### config.mk
export PLATFORM = sky130hd
export DESIGN_NAME = calc_sequencer
export DESIGN_NICKNAME = d
export VERILOG_FILES = /design/src/rtl/calc_sequencer.sv
export SDC_FILE = /design/constraint.sdc
export NUM_CORES = 1
export LEC_CHECK = 0
export BUFFER_PORTS_ARGS = -buffer_cell sky130_fd_sc_hd__buf_2
export CELL_PAD_IN_SITES_DETAIL_PLACEMENT = 0
export CELL_PAD_IN_SITES_GLOBAL_PLACEMENT = 1
export CORE_ASPECT_RATIO = 1.4
export CORE_MARGIN = 5
export CORE_UTILIZATION = 45
export DETAILED_ROUTE_END_ITERATION = 6
export PLACE_DENSITY = 0.95
export SETUP_SLACK_MARGIN = 0.05
export SLEW_MARGIN = 10
export SYNTH_ARGS = -nofsm -noshare
export SYNTH_HDL_FRONTEND = slang
export SYNTH_SLANG_ARGS = --single-unit
export TNS_END_PERCENT = 10
### constraint.sdc
create_clock -name clk -period 4.6 [get_ports clk]
set_clock_uncertainty 0.05 [all_clocks]
set_input_delay 0.69 -clock clk [delete_from_list [all_inputs] [get_ports clk]]
set_output_delay 0.69 -clock clk [all_outputs]
set_load 0.01 [all_outputs]
### src/rtl/calc_sequencer.sv
// Calculator sequencer: op-code register, result capture and
// val_bcd start/ready handshake, plus display source select.
module calc_sequencer #(
  parameter int NUM_OPS      = 8,
  parameter int LOGIC_OPS    = 4,
  parameter int SUB_OP       = 5,
  parameter int CONV_TIMEOUT = 255
) (
  input  logic        clk,
  input  logic        rst,
  input  logic        enter_p,
  input  logic        back_p,
  input  logic        up_p,
  input  logic        down_p,
  input  logic [7:0]  calc_result,
  input  logic        bcd_rdy,
  output logic [2:0]  op,
  output logic        conv_start,
  output logic [11:0] conv_value,
  output logic        neg,
  output logic [1:0]  disp_sel,
  output logic        busy,
  output logic        err
);

  typedef enum logic [2:0] {
    S_IDLE,
    S_OP_SEL,
    S_LOAD,
    S_CONV,
    S_RESULT
  } state_t;

  state_t      state, state_d;
  logic [2:0]  op_d;
  logic [11:0] val_d;
  logic        neg_d;
  logic        err_d;
  logic        have_q, have_d;
  logic [7:0]  cnt, cnt_d;
  logic        start_d;
  logic [1:0]  disp_d;
  logic        busy_d;
  logic        nav;
  logic        is_logic;
  logic        is_sub;

  assign nav      = up_p ^ down_p;
  assign is_logic = ({29'b0, op} < LOGIC_OPS);
  assign is_sub   = ({29'b0, op} == SUB_OP);

  always_comb begin
    state_d = state;
    op_d    = op;
    val_d   = conv_value;
    neg_d   = neg;
    err_d   = err;
    have_d  = have_q;
    cnt_d   = cnt;
    start_d = 1'b0;
    unique case (state)
      S_IDLE: begin
        if (enter_p)
          state_d = S_LOAD;
        else if (!back_p && nav)
          state_d = S_OP_SEL;
      end
      S_OP_SEL: begin
        if (enter_p)
          state_d = S_LOAD;
        else if (back_p)
          state_d = have_q ? S_RESULT : S_IDLE;
        else if (up_p && !down_p)
          op_d = (op == 3'(NUM_OPS - 1)) ? 3'd0 : op + 3'd1;
        else if (down_p && !up_p)
          op_d = (op == 3'd0) ? 3'(NUM_OPS - 1) : op - 3'd1;
      end
      S_LOAD: begin
        if (is_logic) begin
          val_d = 12'd1000 * 12'(calc_result[3])
                + 12'd100 * 12'(calc_result[2])
                + 12'd10 * 12'(calc_result[1])
                + 12'(calc_result[0]);
          neg_d = 1'b0;
        end else if (is_sub && calc_result[7]) begin
          val_d = {4'b0, ~calc_result + 8'd1};
          neg_d = 1'b1;
        end else begin
          val_d = {4'b0, calc_result};
          neg_d = 1'b0;
        end
        err_d   = 1'b0;
        cnt_d   = 8'd1;
        start_d = 1'b1;
        state_d = S_CONV;
      end
      S_CONV: begin
        // cnt==1 is the start cycle; bcd_rdy is stale there
        if (cnt != 8'd1 && bcd_rdy) begin
          state_d = S_RESULT;
          have_d  = 1'b1;
          cnt_d   = 8'd0;
        end else if (cnt == 8'(CONV_TIMEOUT)) begin
          state_d = S_IDLE;
          err_d   = 1'b1;
          have_d  = 1'b0;
          cnt_d   = 8'd0;
        end else begin
          cnt_d = cnt + 8'd1;
        end
      end
      S_RESULT: begin
        if (enter_p)
          state_d = S_LOAD;
        else if (back_p)
          state_d = S_IDLE;
        else if (nav)
          state_d = S_OP_SEL;
      end
      default: state_d = S_IDLE;
    endcase
  end

  always_comb begin
    disp_d = 2'd0;
    busy_d = 1'b0;
    unique case (state_d)
      S_OP_SEL: disp_d = 2'd1;
      S_LOAD, S_CONV: begin
        disp_d = 2'd1;
        busy_d = 1'b1;
      end
      S_RESULT: disp_d = 2'd2;
      default: disp_d = 2'd0;
    endcase
  end

  always_ff @(posedge clk or posedge rst) begin
    if (rst) begin
      state      <= S_IDLE;
      op         <= 3'd0;
      conv_value <= 12'd0;
      neg        <= 1'b0;
      err        <= 1'b0;
      have_q     <= 1'b0;
      cnt        <= 8'd0;
      conv_start <= 1'b0;
      disp_sel   <= 2'd0;
      busy       <= 1'b0;
    end else begin
      state      <= state_d;
      op         <= op_d;
      conv_value <= val_d;
      neg        <= neg_d;
      err        <= err_d;
      have_q     <= have_d;
      cnt        <= cnt_d;
      conv_start <= start_d;
      disp_sel   <= disp_d;
      busy       <= busy_d;
    end
  end

endmodule

==> results of run 1 <==
cell type report:
cell class	instances	area, um^2	share of cell area (%)
inverters	14	52.6	2.50
flip-flops and latches	31	776	36.9
multi-input cells	135	943	44.9
clock buffers	8	100	4.76
well taps	43	53.8	2.56
repair buffers	35	178	8.45
per-layer routing:
| layer | vias up | global-route usage [%] | share of wire, % |
|---|---|---|---|
| met3 | 7 | 3.44 | 3.7 |
| met4 | 0 | 5.10 | 1.0 |
| met5 | - | 0 | 0 |
| met2 | 29 | 28.5 | 53 |
| met1 | 702 | 17.9 | 42 |
| li1 | 734 | - | - |
final timing paths:
path	startpoint	end	slack, ns	depth (start not counted)
worst max-delay path	cnt[1]$_DFFE_PP0P_	cnt[5]$_DFFE_PP0P_	2.21	6
worst min-delay path	rst	cnt[7]$_DFFE_PP0P_	0.42	3
worst max register to register	cnt[1]$_DFFE_PP0P_	cnt[5]$_DFFE_PP0P_	2.21	6
worst min register to register	conv_value[10]$_DFFE_PP0P_	conv_value[10]$_DFFE_PP0P_	0.42	2
max in group asynchronous	rst	conv_value[1]$_DFFE_PP0P_	3.78	3
min in group clk	conv_value[10]$_DFFE_PP0P_	conv_value[10]$_DFFE_PP0P_	0.42	2
power breakdown:
group	switching, mW	internal, mW	leakage (nW)	total, mW
combinational	0.298	0.214	0.596	0.512
clock	0.100	0.136	0.0515	0.237
sequential	0.0967	0.371	0.388	0.468
total	0.495	0.721	1.04	1.22
cell usage after synthesis, drive strengths merged, types with 3 or more instances:
cell and count:
xor2 3, o21ai 15, nand2b 4, nand3 11, clkbuf 4, dfrtp 31, nand2 20, or3 3
nand3b 4, nor2 7, ha 15, buf 4, and3 4, inv 13, a31oi 8, a21oi 3
worst reg2reg max path, delay by kind of cell (launching register included):
| kind | cells | cell delay [ns] |
|---|---|---|
| DFF | 1 | 0.40 |
| buffers and inverters | 1 | 0.08 |
| adders and majority gates | 1 | 0.13 |
| AOI/OAI and AO/OA | 2 | 0.81 |
| and+or+nand+nor | 2 | 0.82 |
cell families (layout without fill, tap and decap cells):
family                   Yosys count  in the layout  share of synthesized area (%)
AO/OA/AOI/OAI                     43             43                           16.2
XOR/XNOR                           4              4                           1.94
adder cells (fa/ha/maj)           15             15                           10.4
buffers and inverters             22             57                           5.04
flip-flops                        31             31                           42.8
multiplexers                       4              4                           2.35
other                              1              1                          0.207
AND/OR/NAND/NOR                   68             68                           21.0
metrics by stage:
stage / worst slack (ns) / area (um^2) / power, mW / std cells
2_1_floorplan: 2.68 / 1810 / 0.820 / 188
3_3_place_gp: 2.30 / 2000 / 0.977 / 258
3_5_place_dp: 2.24 / 2000 / 0.989 / 258
4_1_cts: 2.22 / 2100 / 1.23 / 266
5_1_grt: 2.02 / 2100 / 1.32 / 266
6_report: 2.21 / 2100 / 1.22 / 266
placed cells by master (no fill, tap or decap), types with 7 or more instances in the layout:
cell and n:
nor2_1 7, o21ai_0 15, buf_2 34, clkbuf_8 7, a31oi_1 8, nand2_1 20, nand3_1 11, dfrtp_1 31
ha_1 15, inv_1 13
registers in the layout, indices dropped and copies added, names as in the netlist:
register    cells
disp_sel        2
cnt             8
conv_value     10
state           3
err             1
conv_start      1
busy            1
have_q          1
op              3
neg             1
==> results.md, run 1 <==
- Ys flop type: dfrtp_1
- Crit end category: flip-flop
- Vias post-DR: ~1.5k
- Max Cap Violations: 0
- Share of post-route cells with drive strength above 1: between 20 and 25%
- Final nets: approximately 250
- GPL Wtd Cong: 0.804
- Gate Count Post-Synth: approximately 190
- Clock Sinks: 31
- TNS Setup: 0 ns
- # DRC: 0
- Clk slew on worst S/H paths: approximately 0.070 ns
- Root Buffer: clkbuf_8
- Core Box Area: 3920 um^2
- Slew @ Worst Pin: ~0.65 ns
- DP Wirelength: between 3000 and 4000 um
- Outcome: completed
- Pleak: approximately 1.0 nW
- Share of the cycle needed by the critical path after routing: between 50% and 60%
- Final core utilization: 53.7%
- Top post-synthesis cells by area: dfrtp_1 (43%), ha_1 (10%), nand2_1 (4.1%), o21ai_0 (4.1%), nand3_1 (3.0%)
- Slowest CP cell: o41ai_4
- Crit path required time: about 4.7 ns
- Ys async rst share: 100%
- # rows: 27
- CP arrival: 2.53 ns
- Port bufs: 34
- First-pass GRT wire length: 6840 um
- Hold/Removal Path Class: input pin to asynchronous set/reset pin
- Fill cells: about 380
- Worst skew pair latency: 0.28 ns
- Number of flops mapped to enable cells by yosys: 0
- 1st-iter DRT viols: 37
- Synth top area share: between 40% and 50%
- Vias in the first global route: roughly 1.5k
- Routed WL per cell: between 15 and 20 um
- Min cycle time layout: 2.39 ns
- Worst slew margin: a little under three fifths
- Slew Limit Fails: 0
- Initial antenna violation count: 0
- Ant diodes: 0
- CP bufs+invs: 1
- Post-Syn Area per Cell: a little under 10 um^2
- Layout Area Growth over Synthesis: 16.2%
- Library cells used by synthesis: between 40 and 50
- Htree depth: 2
- Startpoint types: flip-flop
- Worst-path maximum fanout: 13
- Gr usage total: approximately 16%
- Final-report hold violation count: 0
- Largest delay share family, worst path: simple AND/OR/NAND/NOR gates
- CTS tree: yes
- Final setup fails: 0
- Hold-fix buffers, CTS: 0
- RSZ-0062 raised after global routing: false
- Die W: around 64 um
- Cell taking the most area after synthesis: dfrtp_1
- Max frequency: around 420 MHz
- Pre-antenna DRT Iters: 4
- Mapped Area: between 1500 and 2000 um^2
- Overflow after GRT: 0
- Crit path cell chain: inv_1 -> ha_1 -> or4b_4 -> o41ai_4 -> nand3_1 -> o22ai_1
- Warning count from the yosys run: 0
- # resized after CTS: 0
- Hold slack: around 0.42 ns
- Clock Path Buffers: 2
- Boundary Pins: 36
- Peak supply drop: ~0.32 mV
- Initial core utilization: between 40 and 50%
- Crit Path Class: flip-flop to flip-flop
- Die height: about 85 um
- Syn Nets: between 200 and 250
- Seq/Total Area, Yosys: a little over two fifths
- CTS Buf Count: 5
- Post-CTS Repair Setup Buffers: 0
- Largest net degree at the start of global routing: 32
- FF+latch count, synth: 31
- Critical Path Max Stage Delay: about 0.55 ns
- Post-Route WL: about 4000 um
- Die ar.: around 5400 um^2
- Routed vias/inst: around 5.5
- PD cells: approximately 580 nW/um^2
- Final ANT Viol Nets: 0
Power figures use the tool's default switching activity.
==> run 2, diff against run 1 <==
Settings changed: ABC_AREA from default to 1, CORE_UTILIZATION 45 to 40, PLACE_DENSITY 0.95 to 0.9.
Clock period 4.6 ns to 2.4 ns, I/O delays scaled along.
==> run 2 against run 1 <==
Net effect:
- power increased by 96%
- first-iteration DRC count grew 84%
- synthesized cell count up 29%
- setup slack lost 1.3 ns
- register-to-register slack lost 1.3 ns
- hold slack worse by 0.31 ns
- maximum frequency up 58%
- critical path depth rose by 3
- combinational power grew 110%
- critical endpoint is now conv_value[3]$_DFFE_PP0P_
==> results.md, run 2 <==
- GPL Wtd Cong: 0.835 (+3.9%)
- Post-Route WL: 4110 um (+1.8%)
- Min cycle time layout: 1.52 ns (-0.874 ns)
- Commonest non-fill, non-tap cell in the layout: nand2_1
- Share of post-route cells with drive strength above 1: 19.5% (-2.0 points)
- CP Depth: 9 (+3)
- Layout Area Growth over Synthesis: 17.2%
- Outcome: completed
- CTS Buf Count: 5 (unchanged)
- Final ANT Viol Nets: 0 (unchanged)
- Max frequency: 659 MHz (+58%)
- Worst skew pair latency: 0.28 ns (about the same)
- Seq/Total Area, Yosys: 40.6% (-2.2 points)
- Ys async rst share: 100% (unchanged)
- Top cells by instance count after synthesis: nand2_1 (63), inv_1 (33), dfrtp_1 (31)
- TNS Setup: 0 ns (unchanged)
- Htree depth: 2 (unchanged)
- Most frequent cells in the layout: nand2_1 (63), buf_2 (34), inv_1 (33)
- Most frequent CP cell: nand2_1
- Crit path required time: 2.52 ns (-2.22 ns)
- Final nets: 311 (+23%)
- Crit path cell chain: inv_1 -> ha_1 -> inv_1 -> nor2_4 -> nand2_1 -> nand2_1 -> nand2_1 -> nor2_1 -> o21ai_1
- Area of the multi-input gates: 970 um^2 (+2.8%)
- Largest net degree at the start of global routing: 32 (unchanged)
- Crit Path Class: flip-flop to flip-flop
- Dpl cell area: 2140 um^2 (+6.7%)
- Vias in the first global route: 1601 (+9.4%)
- Hold/Removal Path Class: input pin to asynchronous set/reset pin
- Fill cells: 507 (+34%)
- DP Wirelength: 3110 um (+1.2%)
- Gr usage total: 14.5% (-1.2 points)
- First-pass GRT wire length: 6940 um (+1.5%)
- FF-to-FF path depth: 9 (+3)
- Hold slack: 0.105 ns (-0.311 ns)
- Pre-antenna DRT Iters: 4 (unchanged)
- # DRC: 0 (unchanged)
- Number of flops mapped to enable cells by yosys: 0 (unchanged)
- Initial antenna violation count: 0 (unchanged)
- PD cells: 1070 nW/um^2 (+85%)
- Root Buffer: clkbuf_8
- Overflow after GRT: 0 (unchanged)
- Worst-path maximum fanout: 6 (-7)
- Final setup fails: 0 (unchanged)
- Ys flop type: dfrtp_1
- Top post-synthesis cells by area: dfrtp_1 (41%), nand2_1 (12%), ha_1 (9.8%), inv_1 (6.5%), nand3_1 (4.7%)
- Syn Nets: 273 (+25%)
- CP bufs+invs: 2 (+1)
- Top reg by flops: conv_value
- Synth top area share: 40.6% (-2.2 points)
- Largest delay share family, worst path: simple AND/OR/NAND/NOR gates
- CP arrival: 1.64 ns (-0.89 ns)
- Slowest CP cell: dfrtp_1
- RSZ-0062 raised after global routing: false
- Peak supply drop: 0.559 mV (+77%)
- Hold-fix buffers, CTS: 0 (unchanged)
- Clk slew on worst S/H paths: 0.07 ns (about the same)
- Post-Syn Area per Cell: 7.86 um^2 (-18%)
- Clock Path Buffers: 2 (unchanged)
- Most common cell in the synthesized netlist: nand2_1
- Max reg flops: 10 (unchanged)
- 1st-iter DRT viols: 68 (+84%)
- Register area: 776 um^2 (unchanged)
- Max Cap Violations: 0 (unchanged)
- Die ar.: 6280 um^2 (+16%)
- Warning count from the yosys run: 0 (unchanged)
- Post-CTS Repair Setup Buffers: 0 (unchanged)
- Routed WL per cell: 11.9 um (-21%)
- Die height: 91.8 um (+7.9%)
- Largest registers: conv_value x10, cnt x8
- CTS tree: yes
- Initial core utilization: 41.8% (-4.4 points)
- Mapped Area: 1910 um^2 (+5.5%)
- Port bufs: 34 (unchanged)
- Die W: 68.4 um (+7.6%)
- Cell taking the most area after synthesis: dfrtp_1
- Ant diodes: 0 (unchanged)
- Crit end category: flip-flop
- Setup crit start: op[1]$_DFFE_PP0P_
- Final-report hold violation count: 0 (unchanged)
- Design area: 2240 um^2 (+6.4%)
- FF+latch count, synth: 31 (unchanged)
- R2r startpoint: op[1]$_DFFE_PP0P_
- Vias post-DR: 1644 (+12%)
- Core Box Area: 4570 um^2 (+17%)
- Clock Sinks: 31 (unchanged)
- # resized after CTS: 0 (unchanged)
- Gate Count Post-Synth: 243 (+29%)
- Share of the cycle needed by the critical path after routing: 63.2% (+11 points)
- Library cells used by synthesis: 30 (-39%)
- Critical Path Max Stage Delay: 0.40 ns (-0.15 ns)
- Pleak: 1.21 nW (+16%)
- Slew Limit Fails: 0 (unchanged)
- # rows: 29 (+7.4%)
- Boundary Pins: 36 (unchanged)
- Startpoint types: flip-flop
- Routed vias/inst: 4.78 (-14%)
run 2: cell count changes after synthesis, moves of 5 or more:
cell and delta:
a21oi_1 +7, a31oi_1 -8, inv_1 +20, nand2_1 +43, nand3_1 +7, nor2_1 +10
o21ai_0 -5, o21ai_1 +10
run 2: routing by layer:
metal	wire (um)	vias to the layer above	global-route usage (%)
li1	-	849	-
met1	1800	760	17.0
met2	2080	30	24.5
met3	164	5	3.79
met4	68	0	5.31
met5	0	-	0
run 2: metrics by stage:
| stage | cells | setup WS (ns) | power [mW] | util (%) |
|---|---|---|---|---|
| after global routing | 344 | 0.717 | 2.61 | 49.0 |
| after CTS | 344 | 0.865 | 2.43 | 49.0 |
| after floorplan | 243 | 1.01 | 1.63 | - |
| final | 344 | 0.883 | 2.39 | 49.0 |
| after global placement | 336 | 0.886 | 1.95 | 46.8 |
| after detailed placement | 336 | 0.848 | 1.96 | 46.8 |
run 2: logic make-up after synthesis:
kind of cell,after synthesis,share of synthesized area [%]
AOI/OAI and AO/OA,38,11.1
xor gates and xnor gates,5,2.29
adders and majority gates,15,9.82
buffers and inverters,40,8.64
DFF,31,40.6
other,1,0.196
and+or+nand+nor,113,27.3
run 2: tightest hold or removal path, cell delays in order:
cell   delay [ns]
buf_2        0.09
inv_1        0.04
buf_4        0.37
run 2: report_power, final:
part	switching [mW]	total [mW]	leakage, nW	internal (mW)
logic	0.690	1.08	0.764	0.391
clock network	0.191	0.453	0.0515	0.262
registers	0.149	0.854	0.391	0.706
run 2: path summary, 6_finish.rpt:
check	endpoint	slack [ns]
worst max-delay path	conv_value[3]$_DFFE_PP0P_	0.88
worst min-delay path	conv_value[9]$_DFFE_PP0P_	0.11
worst max register to register	conv_value[3]$_DFFE_PP0P_	0.88
worst min register to register	conv_value[6]$_DFFE_PP0P_	0.43
max in group asynchronous	cnt[4]$_DFFE_PP0P_	1.89
min in group clk	conv_value[0]$_DFFE_PP0P_	0.32
run 2: area by class of cell:
cell class                      instances  area share [%]
Clock buffer                            8            4.47
Multi-Input combinational cell        172            43.3
Timing Repair Buffer                   35            7.94
Tap cell                               62            3.47
Inverter                               36            6.15
Sequential cell                        31            34.7
